==> src/rtl/program_counter.sv <==
// Program counter: WIDTH-bit address register built from d_ff cells, with
// mux2-tree next-address selection (increment / jump / relative branch /
// hold), gate-level ripple arithmetic, and a RUN/HALT control machine.

// Storage cell: rising-edge register with asynchronous active-high reset.
module d_ff #(
  parameter int             W       = 1,
  parameter logic [W-1:0]   RST_VAL = '0
) (
  input  logic         clk,
  input  logic         rst,
  input  logic [W-1:0] d,
  output logic [W-1:0] q
);
  // Load d each edge; reset value is forced asynchronously.
  always_ff @(posedge clk or posedge rst) begin
    if (rst) q <= RST_VAL;
    else     q <= d;
  end
endmodule

// Two-input selector: y = sel ? b : a.
module mux2 #(
  parameter int W = 1
) (
  input  logic         sel,
  input  logic [W-1:0] a,
  input  logic [W-1:0] b,
  output logic [W-1:0] y
);
  assign y = sel ? b : a;
endmodule

// Ripple-carry adder from full-adder gate cells.
module ripple_add #(
  parameter int W = 8
) (
  input  logic [W-1:0] a,
  input  logic [W-1:0] b,
  input  logic         cin,
  output logic [W-1:0] sum,
  output logic         cout
);
  wire [W:0]   c;
  wire [W-1:0] s;
  assign c[0] = cin;

  for (genvar i = 0; i < W; i++) begin : g_fa
    wire p, g, t;
    xor (p, a[i], b[i]);
    xor (s[i], p, c[i]);
    and (g, a[i], b[i]);
    and (t, p, c[i]);
    or  (c[i+1], g, t);
  end

  assign sum  = s;
  assign cout = c[W];
endmodule

// Ripple incrementer (a + 1) from half-adder gate cells.
module ripple_inc #(
  parameter int W = 8
) (
  input  logic [W-1:0] a,
  output logic [W-1:0] sum,
  output logic         cout
);
  wire [W:0]   c;
  wire [W-1:0] s;
  assign c[0] = 1'b1;

  for (genvar i = 0; i < W; i++) begin : g_ha
    xor (s[i], a[i], c[i]);
    and (c[i+1], a[i], c[i]);
  end

  assign sum  = s;
  assign cout = c[W];
endmodule

module program_counter #(
  parameter int          WIDTH        = 8,
  parameter int unsigned RESET_VECTOR = 0
) (
  input  logic             CLK,
  input  logic             RST,
  input  logic             EN,
  input  logic             JUMP,
  input  logic [WIDTH-1:0] JUMP_ADDR,
  input  logic             BRANCH,
  input  logic [WIDTH-1:0] BR_OFFSET,
  input  logic             HALT,
  input  logic             RESUME,
  output logic [WIDTH-1:0] PC,
  output logic [WIDTH-1:0] PC_NEXT,
  output logic             WRAPPED,
  output logic             HALTED
);
  localparam logic [WIDTH-1:0] RV = RESET_VECTOR[WIDTH-1:0];

  typedef enum logic {S_RUN = 1'b0, S_HALT = 1'b1} state_t;

  state_t           state, state_nxt;
  logic             state_q;
  logic             advance;
  logic [WIDTH-1:0] inc_sum, br_sum, seq_addr, tgt_addr, upd_addr;
  logic             inc_co, br_co, br_wrap, sel_wrap, wrap_nxt;

  // State bit lives in a d_ff cell; RUN is the reset state.
  d_ff #(.W(1), .RST_VAL(1'b0)) u_state (
    .clk(CLK), .rst(RST), .d(state_nxt), .q(state_q)
  );
  assign state  = state_t'(state_q);
  assign HALTED = (state == S_HALT);

  // Next state and advance qualifier; HALT is checked ahead of EN.
  always_comb begin
    state_nxt = state;
    advance   = 1'b0;
    case (state)
      S_RUN: begin
        if (HALT)    state_nxt = S_HALT;
        else if (EN) advance   = 1'b1;
      end
      S_HALT: begin
        if (RESUME && !HALT) state_nxt = S_RUN;
      end
      default: state_nxt = S_RUN;
    endcase
  end

  ripple_inc #(.W(WIDTH)) u_inc (.a(PC), .sum(inc_sum), .cout(inc_co));
  ripple_add #(.W(WIDTH)) u_add (
    .a(PC), .b(BR_OFFSET), .cin(1'b0), .sum(br_sum), .cout(br_co)
  );

  // Next-address tree: branch over increment, jump over both, hold when
  // not advancing, reset vector while RST is high.
  mux2 #(.W(WIDTH)) u_m_br  (.sel(BRANCH),  .a(inc_sum),  .b(br_sum),    .y(seq_addr));
  mux2 #(.W(WIDTH)) u_m_jmp (.sel(JUMP),    .a(seq_addr), .b(JUMP_ADDR), .y(tgt_addr));
  mux2 #(.W(WIDTH)) u_m_adv (.sel(advance), .a(PC),       .b(tgt_addr),  .y(upd_addr));
  mux2 #(.W(WIDTH)) u_m_rst (.sel(RST),     .a(upd_addr), .b(RV),        .y(PC_NEXT));

  d_ff #(.W(WIDTH), .RST_VAL(RV)) u_pc (
    .clk(CLK), .rst(RST), .d(PC_NEXT), .q(PC)
  );

  // Adding a negative offset wraps when there is no carry-out (a borrow);
  // a non-negative offset wraps on carry-out. Hence carry XOR sign.
  assign br_wrap = br_co ^ BR_OFFSET[WIDTH-1];
  mux2 #(.W(1)) u_m_wrap (.sel(BRANCH), .a(inc_co), .b(br_wrap), .y(sel_wrap));
  assign wrap_nxt = advance & ~JUMP & sel_wrap;

  d_ff #(.W(1), .RST_VAL(1'b0)) u_wrap (
    .clk(CLK), .rst(RST), .d(wrap_nxt), .q(WRAPPED)
  );
endmodule

==> config.mk <==
export PLATFORM = sky130hd
export DESIGN_NAME = program_counter
export DESIGN_NICKNAME = d
export VERILOG_FILES = /design/src/rtl/program_counter.sv
export SDC_FILE = /design/constraint.sdc
export NUM_CORES = 1
export LEC_CHECK = 0
export CAP_MARGIN = 5
export CORE_AREA = 2 2 49 51
export DETAILED_ROUTE_END_ITERATION = 6
export DIE_AREA = 0 0 51 53
export PLACE_DENSITY = 0.91
export SLEW_MARGIN = 20
export SYNTH_ARGS = -nofsm -noshare
export SYNTH_HDL_FRONTEND = slang
export SYNTH_SLANG_ARGS = --single-unit
==> constraint.sdc <==
create_clock -name CLK -period 15.2 [get_ports CLK]
set_clock_uncertainty 0.15 [all_clocks]
set_input_delay 3.04 -clock CLK [delete_from_list [all_inputs] [get_ports CLK]]
set_output_delay 3.04 -clock CLK [all_outputs]
set_load 0.03 [all_outputs]
==> run metrics, run 1 <==
Async S/R FF share, synth 1.00; largest net degree at the start of global routing 18; FF-to-FF End u_pc.q[7]; R2R cell count 11; met2 wire len 1210 um; critical path's most frequent cell fa_1; syn nets 135; n_diodes 0; met1 WL 948 um; Max-cap violations 0; Yosys top cell by area dfrtp_1; TritonCTS clock tree built; setup TNS 0 ps; Critical Path RT 12010 ps; Top FF cell, synth dfrtp_1; first-pass GRT wire length 4030 um; initial DRC count 18; Post-CTS Hold Buffers 0; WL final 2360 um; drt via density 5.24; All-Layer GR Usage 0.204; fmax 91.1 MHz; CP max stage cell clkdlybuf4s50_1; core area 2150 sq um; Buffers on Ports 40; crit-path cells clkdlybuf4s50_1 > ha_1 > inv_1 > fa_1 > fa_1 > fa_1 > fa_1 > fa_1 > fa_1 > fa_1 > a211o_1 > a221oi_2 > clkdlybuf4s50_1; CTS max path bufs 2; CP max FO 2; RD Place Congestion 0.810; Synth-to-Final Area Change 47.3%; largest cells by area after synthesis dfrtp_1 27%, fa_1 15%, ha_1 11%; CP arrival 7790 ps; Synth top area share 0.273; CTS sink cnt 10; r2r setup slk 10940 ps; Synth Cell Area 916 sq um; max incr delay on CP 720 ps; Yosys warning count 0; RSZ-0062 raised after global routing false; WL/cell 14.4 um; Starting Density 0.426; Critical Path Source Type input pin; hold_sp u_state.q; Filler Cells Inserted 184; Period minus WS final 10980 ps; PwrDens 58.5 nW/um^2; worst hold endpoint u_state.q; H-tree levels 1; Setup crit end kind output port; Resize count post-CTS 0; Worst-Skew Late Latency 270 ps; DRT antenna net count 0; via count 859; Syn Area/Cell 9.44 sq um; CP bufs+invs 3; DRC viols 0; Worst Path Class, Setup input pin to output port; Finished Core Util 0.628; die area 2700 sq um; hold path depth 1; total grt overflow 0; hold crit path type flip-flop to flip-flop; area of the multi-input gates 563 sq um; DP Wirelength 1810 um; outcome complete, no violations; Final period util 0.722; Slew headroom 0.583; reg-to-reg critical path startpoint u_pc.q[0]; worst vdd ir 36.2 uV; root buffer cell clkbuf_4; Storage cell area 250 sq um; site row count 17; Mapped Cells 97; TritonCTS buffer count 3; WL met3 190 um; Die Wd 51 um; Final Setup Violations 0; initial antenna violation count 0; DIE HEIGHT 53 um; share of cells above drive strength 1 0.0956; synth unique cells 25; clock-pin slew on the worst setup and hold paths 80 ps; most frequent cells after synthesis 16 x inv_1, 10 x dfrtp_1, 8 x ha_1; # Post-CTS Setup Buffers 0; DRT Pass-1 Iters 4; final hold vios 0; Post-synth EDFFs 0; most common cell in the synthesized netlist inv_1; Final #Nets 175; CP top delay family adder cells; vias in the first global route 875; #FFs+latches synth 10; Ports 41; Seq/Total Area, Yosys 0.273; DR top layer met4; max-slew violations 0; measured slew at the worst slew-check pin 626 ps; Lkg Pwr 0.587 nW
==> sequential cells by signal, indices dropped and copies added (netlist names) <==
signal	count
u_wrap.q	1
u_state.q	1
u_pc.q	8
==> how the worst max path moves through the flow <==
stage / from / end / cells after the start
final: BR_OFFSET[0] / PC_NEXT[7] / 13
after global routing: BR_OFFSET[0] / PC_NEXT[7] / 13
after CTS: BR_OFFSET[0] / PC_NEXT[7] / 13
after detailed placement: BR_OFFSET[0] / PC_NEXT[7] / 13
after global placement: BR_OFFSET[0] / PC_NEXT[7] / 13
after floorplan: BR_OFFSET[0] / PC_NEXT[7] / 11
==> worst register-to-register path, cell delays in order, from the launching register on <==
cell and delay [ps]:
dfrtp_1 420, ha_1 180, inv_1 50, fa_1 370, fa_1 410, fa_1 400, fa_1 390, fa_1 380
fa_1 400, fa_1 450, a211o_1 320, a221oi_2 240
==> placed cells by master (no fill, tap or decap), drive strengths merged <==
cell type,instances
or2,6
nor2b,7
a211oi,1
clkbuf,4
nor3,1
clkinv,1
a21oi,7
or3b,1
nand3,7
mux2i,1
a221oi,1
nor2,2
ha,8
o41ai,7
dfrtp,10
nand2,6
inv,16
a21o,1
a211o,1
clkdlybuf4s50,40
xnor2,1
fa,7
==> routing by layer <==
layer  track usage  vias up
li1              -      405
met1         0.264      408
met2         0.351       44
met3        0.0395        2
met4        0.0495        0
met5             0        -
==> metrics by stage <==
stage | instance area [sq um] | setup WS, ps | hold WS [ps] | power (mW) | instances
detailed placement | 1310 | 4220 | 362 | 0.0539 | 160
finish | 1350 | 4220 | 374 | 0.0789 | 164
floorplan | 916 | 5250 | 551 | 0.0426 | 97
global placement | 1310 | 4340 | 345 | 0.0528 | 160
CTS | 1350 | 4210 | 382 | 0.0799 | 164
global route | 1350 | 4050 | 397 | 0.0833 | 164
==> kinds of logic after synthesis <==
family	count (synthesis)	synth area share
XOR/XNOR	1	0.00956
AND/OR/NAND/NOR	30	0.175
AO/OA/AOI/OAI	18	0.157
buffers and inverters	22	0.112
multiplexers	1	0.0109
adder cells (fa/ha/maj)	15	0.262
flip-flops	10	0.273
==> final cells by class <==
type	count	area share
inverters	17	0.0473
flip-flops and latches	10	0.186
clock buffers	4	0.0269
well taps	28	0.0260
repair buffers	40	0.297
multi-input cells	65	0.417
==> report_power, final <==
| group | switching [mW] | internal (mW) | leakage (nW) |
|---|---|---|---|
| registers | 0.000973 | 0.0275 | 0.135 |
| clock network | 0.0111 | 0.0146 | 0.0210 |
| logic | 0.0124 | 0.0124 | 0.431 |
| total | 0.0245 | 0.0544 | 0.587 |
Note: power is estimated with default switching activity, not from simulation.
==> inputs of run 2 (changes only) <==
--- a/config.mk
+++ b/config.mk
@@ -6,10 +6,10 @@
 export NUM_CORES = 1
 export LEC_CHECK = 0
 export CAP_MARGIN = 5
-export CORE_AREA = 2 2 49 51
+export CORE_AREA = 2 2 53 55
 export DETAILED_ROUTE_END_ITERATION = 6
-export DIE_AREA = 0 0 51 53
-export PLACE_DENSITY = 0.91
+export DIE_AREA = 0 0 55 57
+export PLACE_DENSITY = 0.83
 export SLEW_MARGIN = 20
 export SYNTH_ARGS = -nofsm -noshare
 export SYNTH_HDL_FRONTEND = slang
==> constraint.sdc (replaced) <==
create_clock -name CLK -period 9.99 [get_ports CLK]
set_clock_uncertainty 0.15 [all_clocks]
set_input_delay 1.998 -clock CLK [delete_from_list [all_inputs] [get_ports CLK]]
set_output_delay 1.998 -clock CLK [all_outputs]
set_load 0.03 [all_outputs]
==> run 2 against run 1 <==
Net effect:
- flip-flop and latch count is the same
- worst setup slack worse by 3100 ps
- largest cell class unchanged
- cell count is 1.2% higher
- largest power group unchanged
- power rose by 38%
- sequential power rose by 52%
- via count is 1.2% lower
==> run metrics, run 2 (synthesized netlist as in run 1, its figures left out) <==
pre-CTS WS 1150 ps (-3070 ps); Ports 41 (unchanged); Final Setup Violations 0 (unchanged); first-pass GRT wire length 3700 um (-8.2%); RSZ-0062 raised after global routing false; Synth-to-Final Area Change 46.2%; leading cell type in the layout, fill and taps excluded clkdlybuf4s50_1; Largest register FFs 8 (unchanged); RD Place Congestion 0.817 (+0.83%); Final period util 0.884; initial antenna violation count 0 (unchanged); DIE HEIGHT 57 um (+7.5%); Final #Nets 175 (unchanged); core area 2620 sq um (+22%); TritonCTS buffer count 3 (unchanged); All-Layer GR Usage 0.159 (-0.0453); Reg with most FFs u_pc.q; # Post-CTS Setup Buffers 0 (unchanged); hold path depth 1 (unchanged); Buffers on Ports 40 (unchanged); CP arrival 6680 ps (-1110 ps); Starting Density 0.350 (-0.0761); Setup crit end kind output port; CTS sink cnt 10 (unchanged); Slew headroom 0.583 (about the same); initial DRC count 6 (-12); Period minus WS final 8830 ps; Worst Path Class, Setup input pin to output port; DP Wirelength 1790 um (-0.98%); DRT antenna net count 0 (unchanged); Final Power 0.109 mW (+38%); total grt overflow 0 (unchanged); worst vdd ir 57.0 uV (+57%); Die Wd 55 um (+7.8%); Largest regs u_pc.q x8, u_state.q x1, u_wrap.q x1; max incr delay on CP 710 ps (about the same); die area 3140 sq um (+16%); Lkg Pwr 0.579 nW (-1.2%); crit-path cells clkdlybuf4s50_1 > ha_1 > inv_1 > fa_1 > fa_1 > fa_1 > fa_1 > fa_1 > fa_1 > fa_1 > a211o_1 > a221oi_2 > clkdlybuf4s50_1; Post-CTS Hold Buffers 0 (unchanged); FF-to-FF End u_pc.q[7]; Critical Path Source Type input pin; root buffer cell clkbuf_4; via count 849 (-1.2%); Worst-Skew Late Latency 260 ps (about the same); fmax 113 MHz; measured slew at the worst slew-check pin 625 ps (-0.658 ps); Critical Path RT 7840 ps (-4170 ps); largest net degree at the start of global routing 18 (unchanged); WL final 2250 um (-4.7%); n_diodes 0 (unchanged); WL/cell 13.6 um (-5.8%); CTS max path bufs 2 (unchanged); final setup margin 1160 ps (-3060 ps); PwrDens 81.1 nW/um^2 (+39%); CP max FO 2 (unchanged); vias in the first global route 930 (+6.3%); clock-pin slew on the worst setup and hold paths 70 ps (about the same); max-slew violations 0 (unchanged); most frequent cells in the layout 40 x clkdlybuf4s50_1, 16 x inv_1, 10 x dfrtp_1; setup TNS 0 ps (unchanged); final cell count without fillers 166 (+1.2%); TritonCTS clock tree built; drt via density 5.11 (-2.4%); CP max stage cell clkdlybuf4s50_1; Critical Path Source BR_OFFSET[0]; reg-to-reg critical path startpoint u_pc.q[0]; r2r setup slk 5790 ps (-5150 ps); final hold vios 0 (unchanged); H-tree levels 1 (unchanged); critical path's most frequent cell fa_1; Max-cap violations 0 (unchanged); hold_sp u_state.q; share of cells above drive strength 1 0.0889 (-0.00670); outcome complete, no violations; R2R cell count 11 (unchanged); worst hold endpoint u_state.q; WHS 371 ps (-2.67 ps); hold crit path type flip-flop to flip-flop; Resize count post-CTS 0 (unchanged); site row count 19 (+2); cell total after placement 163 (+1.9%); DRC viols 0 (unchanged); DRT Pass-1 Iters 4 (unchanged)
run 2: routing by layer:
layer / wire, um / vias to the layer above / global-route usage
li1: - / 402 / -
met4: 26 / 0 / 0.0592
met3: 170 / 4 / 0.0236
met2: 1150 / 30 / 0.274
met1: 910 / 413 / 0.195
met5: 0 / - / 0
run 2: worst max path at each step:
stage	to	slack (ps)	cells after the start
3_5_place_dp	PC_NEXT[7]	1150	13
2_1_floorplan	PC_NEXT[7]	2120	11
4_1_cts	PC_NEXT[7]	1140	13
5_1_grt	PC_NEXT[7]	1040	13
3_3_place_gp	PC_NEXT[7]	1200	13
6_report	PC_NEXT[7]	1160	13
run 2: critical path: cells and delay by family:
family | cells | cell delay [ps]
fa+ha+maj | 8 | 2910
buf+inv | 3 | 1220
compound gates | 2 | 540
run 2: cell type report:
class	count	area [sq um]
flip-flops and latches	10	250
inverters	17	63.8
well taps	31	38.8
multi-input cells	65	563
fillers	260	1280
repair buffers	40	400
clock buffers	3	22.5
run 2: per-stage QoR:
step / cell area, sq um / util
3_3_place_gp: 1320 / 0.503
2_1_floorplan: 916 / -
3_5_place_dp: 1320 / 0.503
6_report: 1340 / 0.512
5_1_grt: 1340 / 0.512
4_1_cts: 1340 / 0.512
run 2: where the power goes:
part           internal [mW]  switching (mW)
sequential            0.0419         0.00141
combinational         0.0188          0.0188
clock                 0.0139          0.0137
==> inputs of run 3 (changes only) <==
--- a/config.mk
+++ b/config.mk
@@ -5,7 +5,6 @@
 export SDC_FILE = /design/constraint.sdc
 export NUM_CORES = 1
 export LEC_CHECK = 0
-export CAP_MARGIN = 5
 export CORE_AREA = 2 2 53 55
 export DETAILED_ROUTE_END_ITERATION = 6
 export DIE_AREA = 0 0 55 57
==> results of run 3 <==
The final DEF is identical to that of run 2; final timing and power are the same.
==> edit 1, RTL diff (config.mk and constraints of run 2) <==
Reset style: synchronous (`rst`), changed in one clocked block. Comments in the files are not updated.
--- a/src/rtl/program_counter.sv
+++ b/src/rtl/program_counter.sv
@@ -13,7 +13,7 @@
   output logic [W-1:0] q
 );
   // Load d each edge; reset value is forced asynchronously.
-  always_ff @(posedge clk or posedge rst) begin
+  always_ff @(posedge clk) begin
     if (rst) q <= RST_VAL;
     else     q <= d;
   end
Check against the original RTL: differs if RST is asserted again (counterexample within 4 cycles, from zero or initial values and one cycle with RST high); with RST held inactive, the same outputs for 10 cycles.
==> edit 1 against run 2 <==
Synthesized area increased by 3.1%; power up 11%; highest routed layer unchanged; worst setup slack worse by 0.018 ns; largest cell class unchanged; final area increased by 1.6%; wire length is 4.6% higher; sequential power up 2%; largest power group is now combinational cells; sequential cell count unchanged.
==> edit 1: results <==
metrics = {
    "status": {
        "status": "complete, no violations",
    },
    "synth": {
        "synth_area_per_cell_um2": 8.75,
        "synth-compound-area-share_pct": 20.8,
        "synthXorXnorAreaFrac_pct": 0.927,
        "synth_mux_area_share_pct": 1.06,
        "async_flop_share_pct": 0,
        "synth.top_cells.by_count": "16 x inv_1, 14 x o41ai_1, 10 x dfxtp_1, 8 x a21oi_1, 8 x ha_1",
        "synthAdderAreaFrac_pct": 25.4,
        "synth_ff_type": "dfxtp_1",
        "synthTopCellsByArea": "dfxtp_1 21%, fa_1 15%, o41ai_1 13%",
        "yosysUniqueCellTypes": 21,
        "seq_area_frac_synth_pct": 21.2,
        "synth_nets": 146,
    },
    "routing": {
        "vias_per_cell": 5.33,
        "wl_per_cell_um": 13.5,
        "drt_iter0_markers": 7,
    },
    "min_path": {
        "hold_end": "u_state.q",
        "min_from": "u_state.q",
        "min_path_cells": 2,
    },
    "place": {
        "hpwl_um": 1800,
        "placedInstanceArea_um2": 1340,
        "place_ws_ns": 1.15,
        "gp_congestion": 0.761,
    },
    "finish": {
        "design_area_um2": 1360,
        "multi_input_cells": 74,
        "fin_cells": 174,
        "fin_nets": 183,
        "layout-drive-gt1-share_pct": 6.29,
        "n_all_inverters": 16,
        "fill_cells": 284,
        "buf_share_pct": 29.4,
        "top_regs": "u_pc.q (8), u_state.q (1), u_wrap.q (1)",
        "multi_input_area_um2": 638,
        "final-clk-cell-share_pct": 1.66,
    },
    "timing": {
        "period_share_pct": 88.6,
        "whs_ns": 0.378,
        "worst_pin_slew_ns": 0.800,
    },
    "grt": {
        "grt_max_degree": 26,
        "grt_use_total_pct": 16.9,
        "grt_pass1_wl_um": 3870,
        "grt_pass1_vias": 908,
    },
    "critical_path": {
        "cp.arrival_ns": 6.70,
        "worstReg2RegStart": "u_pc.q[0]",
        "slowest_delay_ns": 0.73,
        "r2r-end": "u_pc.q[7]",
    },
    "pwr": {
        "max-vdd-ir-drop_uv": 84.6,
        "p_leak_nw": 0.543,
    },
}
[edit 1: changes by cell type in the layout (fill, tap and decap cells not counted)]
cell	delta
dfxtp_1	+10
a221oi_1	+2
a21oi_1	+1
nor4_1	+1
o41ai_1	+8
a21o_2	-1
a221oi_2	-1
clkinv_1	-1
o41ai_2	-1
dfrtp_1	-10
nand3_1	-7
nand3b_1	+7
nor2_1	+1
nor3_1	-1
[edit 1: layer usage]
| layer | part of all wire, % | vias to the layer above | GRT usage, % | routed length (µm) |
|---|---|---|---|---|
| li1 | - | 453 | - | - |
| met1 | 41 | 439 | 21.4 | 966 |
| met2 | 51 | 33 | 27.0 | 1190 |
| met3 | 7.1 | 3 | 4.45 | 167 |
| met4 | 1.4 | 0 | 6.27 | 32 |
| met5 | 0 | - | 0 | 0 |
[edit 1: power breakdown]
| part | total [mW] | internal, mW | switching [mW] |
|---|---|---|---|
| clock network | 0.0281 | 0.0140 | 0.0141 |
| logic | 0.0485 | 0.0237 | 0.0249 |
| registers | 0.0442 | 0.0420 | 0.00223 |
==> edit 2, RTL diff (flow settings as in run 2) <==
Made on the original files. `WIDTH`: 8 -> 7.
--- a/src/rtl/program_counter.sv
+++ b/src/rtl/program_counter.sv
@@ -80,7 +80,7 @@
 endmodule
 
 module program_counter #(
-  parameter int          WIDTH        = 8,
+  parameter int          WIDTH        = 7,
   parameter int unsigned RESET_VECTOR = 0
 ) (
   input  logic             CLK,
Interface: changed (resized BR_OFFSET, JUMP_ADDR, PC and PC_NEXT); port bits go from 41 to 37. The function was not compared with the original's and may differ.
==> edit 2 against run 2 <==
Final cell count fell by 8.4%; final area fell by 9.7%; power fell by 6.9%; sequential power fell by 9.7%; global-route usage fell by 1.5 points; wire length fell by 9.9%; worst setup slack improved by 0.37 ns; critical path depth fell by 1; synthesized area fell by 11%; count of clock-buffer cells in the layout rose by 1; die area did not move; sequential cell count fell by 1; critical path type unchanged; largest power group unchanged; highest routed layer unchanged.
==> edit 2: results <==
metrics = {
    "place": {
        "placedInstanceArea_um2": 1180,
        "place_ws_ns": 1.53,
        "hpwl_um": 1560,
        "place_inst": 148,
        "port_buffers": 36,
        "gp_congestion": 0.770,
    },
    "synth": {
        "yosysUniqueCellTypes": 23,
        "synth.top_cells.by_count": "15 x inv_1, 9 x dfrtp_1, 7 x ha_1",
        "synth_ff_type": "dfrtp_1",
        "synthTopCellsByArea": "dfrtp_1 28%, fa_1 15%, ha_1 11%",
        "async_flop_share_pct": 100,
        "synth_nets": 120,
        "synth_area_per_cell_um2": 9.44,
        "seq_area_frac_synth_pct": 27.7,
    },
    "critical_path": {
        "cp_max_fo": 2,
        "r2r-end": "u_pc.q[6]",
        "r2r_slack_ns": 6.18,
        "crit_family": "adder cells",
        "cp_slowest_cell": "clkdlybuf4s50_1",
        "r2r_cells": 10,
        "cp.arrival_ns": 6.31,
        "slowest_delay_ns": 0.71,
    },
    "grt": {
        "grt_max_degree": 16,
        "grt_util_met2_pct": 24.1,
        "grt_pass1_vias": 781,
        "grt_use_total_pct": 14.4,
        "grt_pass1_wl_um": 3350,
        "grtUsageMet1_pct": 18.4,
        "gr-usage-met3_pct": 3.66,
    },
    "finish": {
        "layout-drive-gt1-share_pct": 9.09,
        "fin_nets": 156,
        "fill_cells": 249,
        "top_regs": "u_pc.q (7), u_state.q (1), u_wrap.q (1)",
        "multi_input_area_um2": 502,
    },
    "routing": {
        "met2_length_um": 1020,
        "wl_met3_um": 141,
        "drt_iter0_markers": 2,
        "wl_per_cell_um": 13.3,
        "dr.pass1.iters": 4,
        "wl_met1_um": 855,
        "vias": 737,
        "wl_um": 2030,
    },
    "pwr": {
        "max-vdd-ir-drop_uv": 80.4,
        "p_leak_nw": 0.528,
        "switching_share_pct": 30.8,
        "p_seq_share_pct": 38.7,
        "pwr-share-clk_pct": 28.2,
        "seq_power_mw": 0.0391,
    },
    "min_path": {
        "hold_end": "u_state.q",
        "min_from": "u_state.q",
        "hp-class": "register to register",
    },
    "status": {
        "status": "complete, no violations",
    },
    "timing": {
        "period_share_pct": 84.6,
        "whs_ns": 0.375,
        "worst_pin_slew_ns": 0.575,
    },
    "clock_tree": {
        "path_clk_slew_ns": 0.06,
        "cts_root_buf": "clkbuf_4",
        "htreeDepth": 1,
        "clock_latency_ns": 0.26,
    },
}
[edit 2: cells by family after synthesis]
kind of cell               count (synthesis)  synth area share (%)
and+or+nand+nor                           26                  17.1
adders and majority gates                 13                  25.6
buffers and inverters                     20                  10.5
DFF                                        9                  27.7
muxes                                      1                  1.23
AOI/OAI and AO/OA                         16                  16.8
xor gates and xnor gates                   1                  1.08
[edit 2: final cells by class]
cell class / instances / share of cell area [%]
repair buffers: 36 / 29.8
multi-input cells: 57 / 41.5
flip-flops and latches: 9 / 18.6
well taps: 31 / 3.21
inverters: 15 / 4.66
clock buffers: 4 / 2.17
[edit 2: how the worst max path moves through the flow]
stage | end | cells after the start
after global placement | PC_NEXT[6] | 12
after global routing | PC_NEXT[6] | 12
after detailed placement | PC_NEXT[6] | 12
final | PC_NEXT[6] | 12
after CTS | PC_NEXT[6] | 12
after floorplan | PC_NEXT[6] | 10
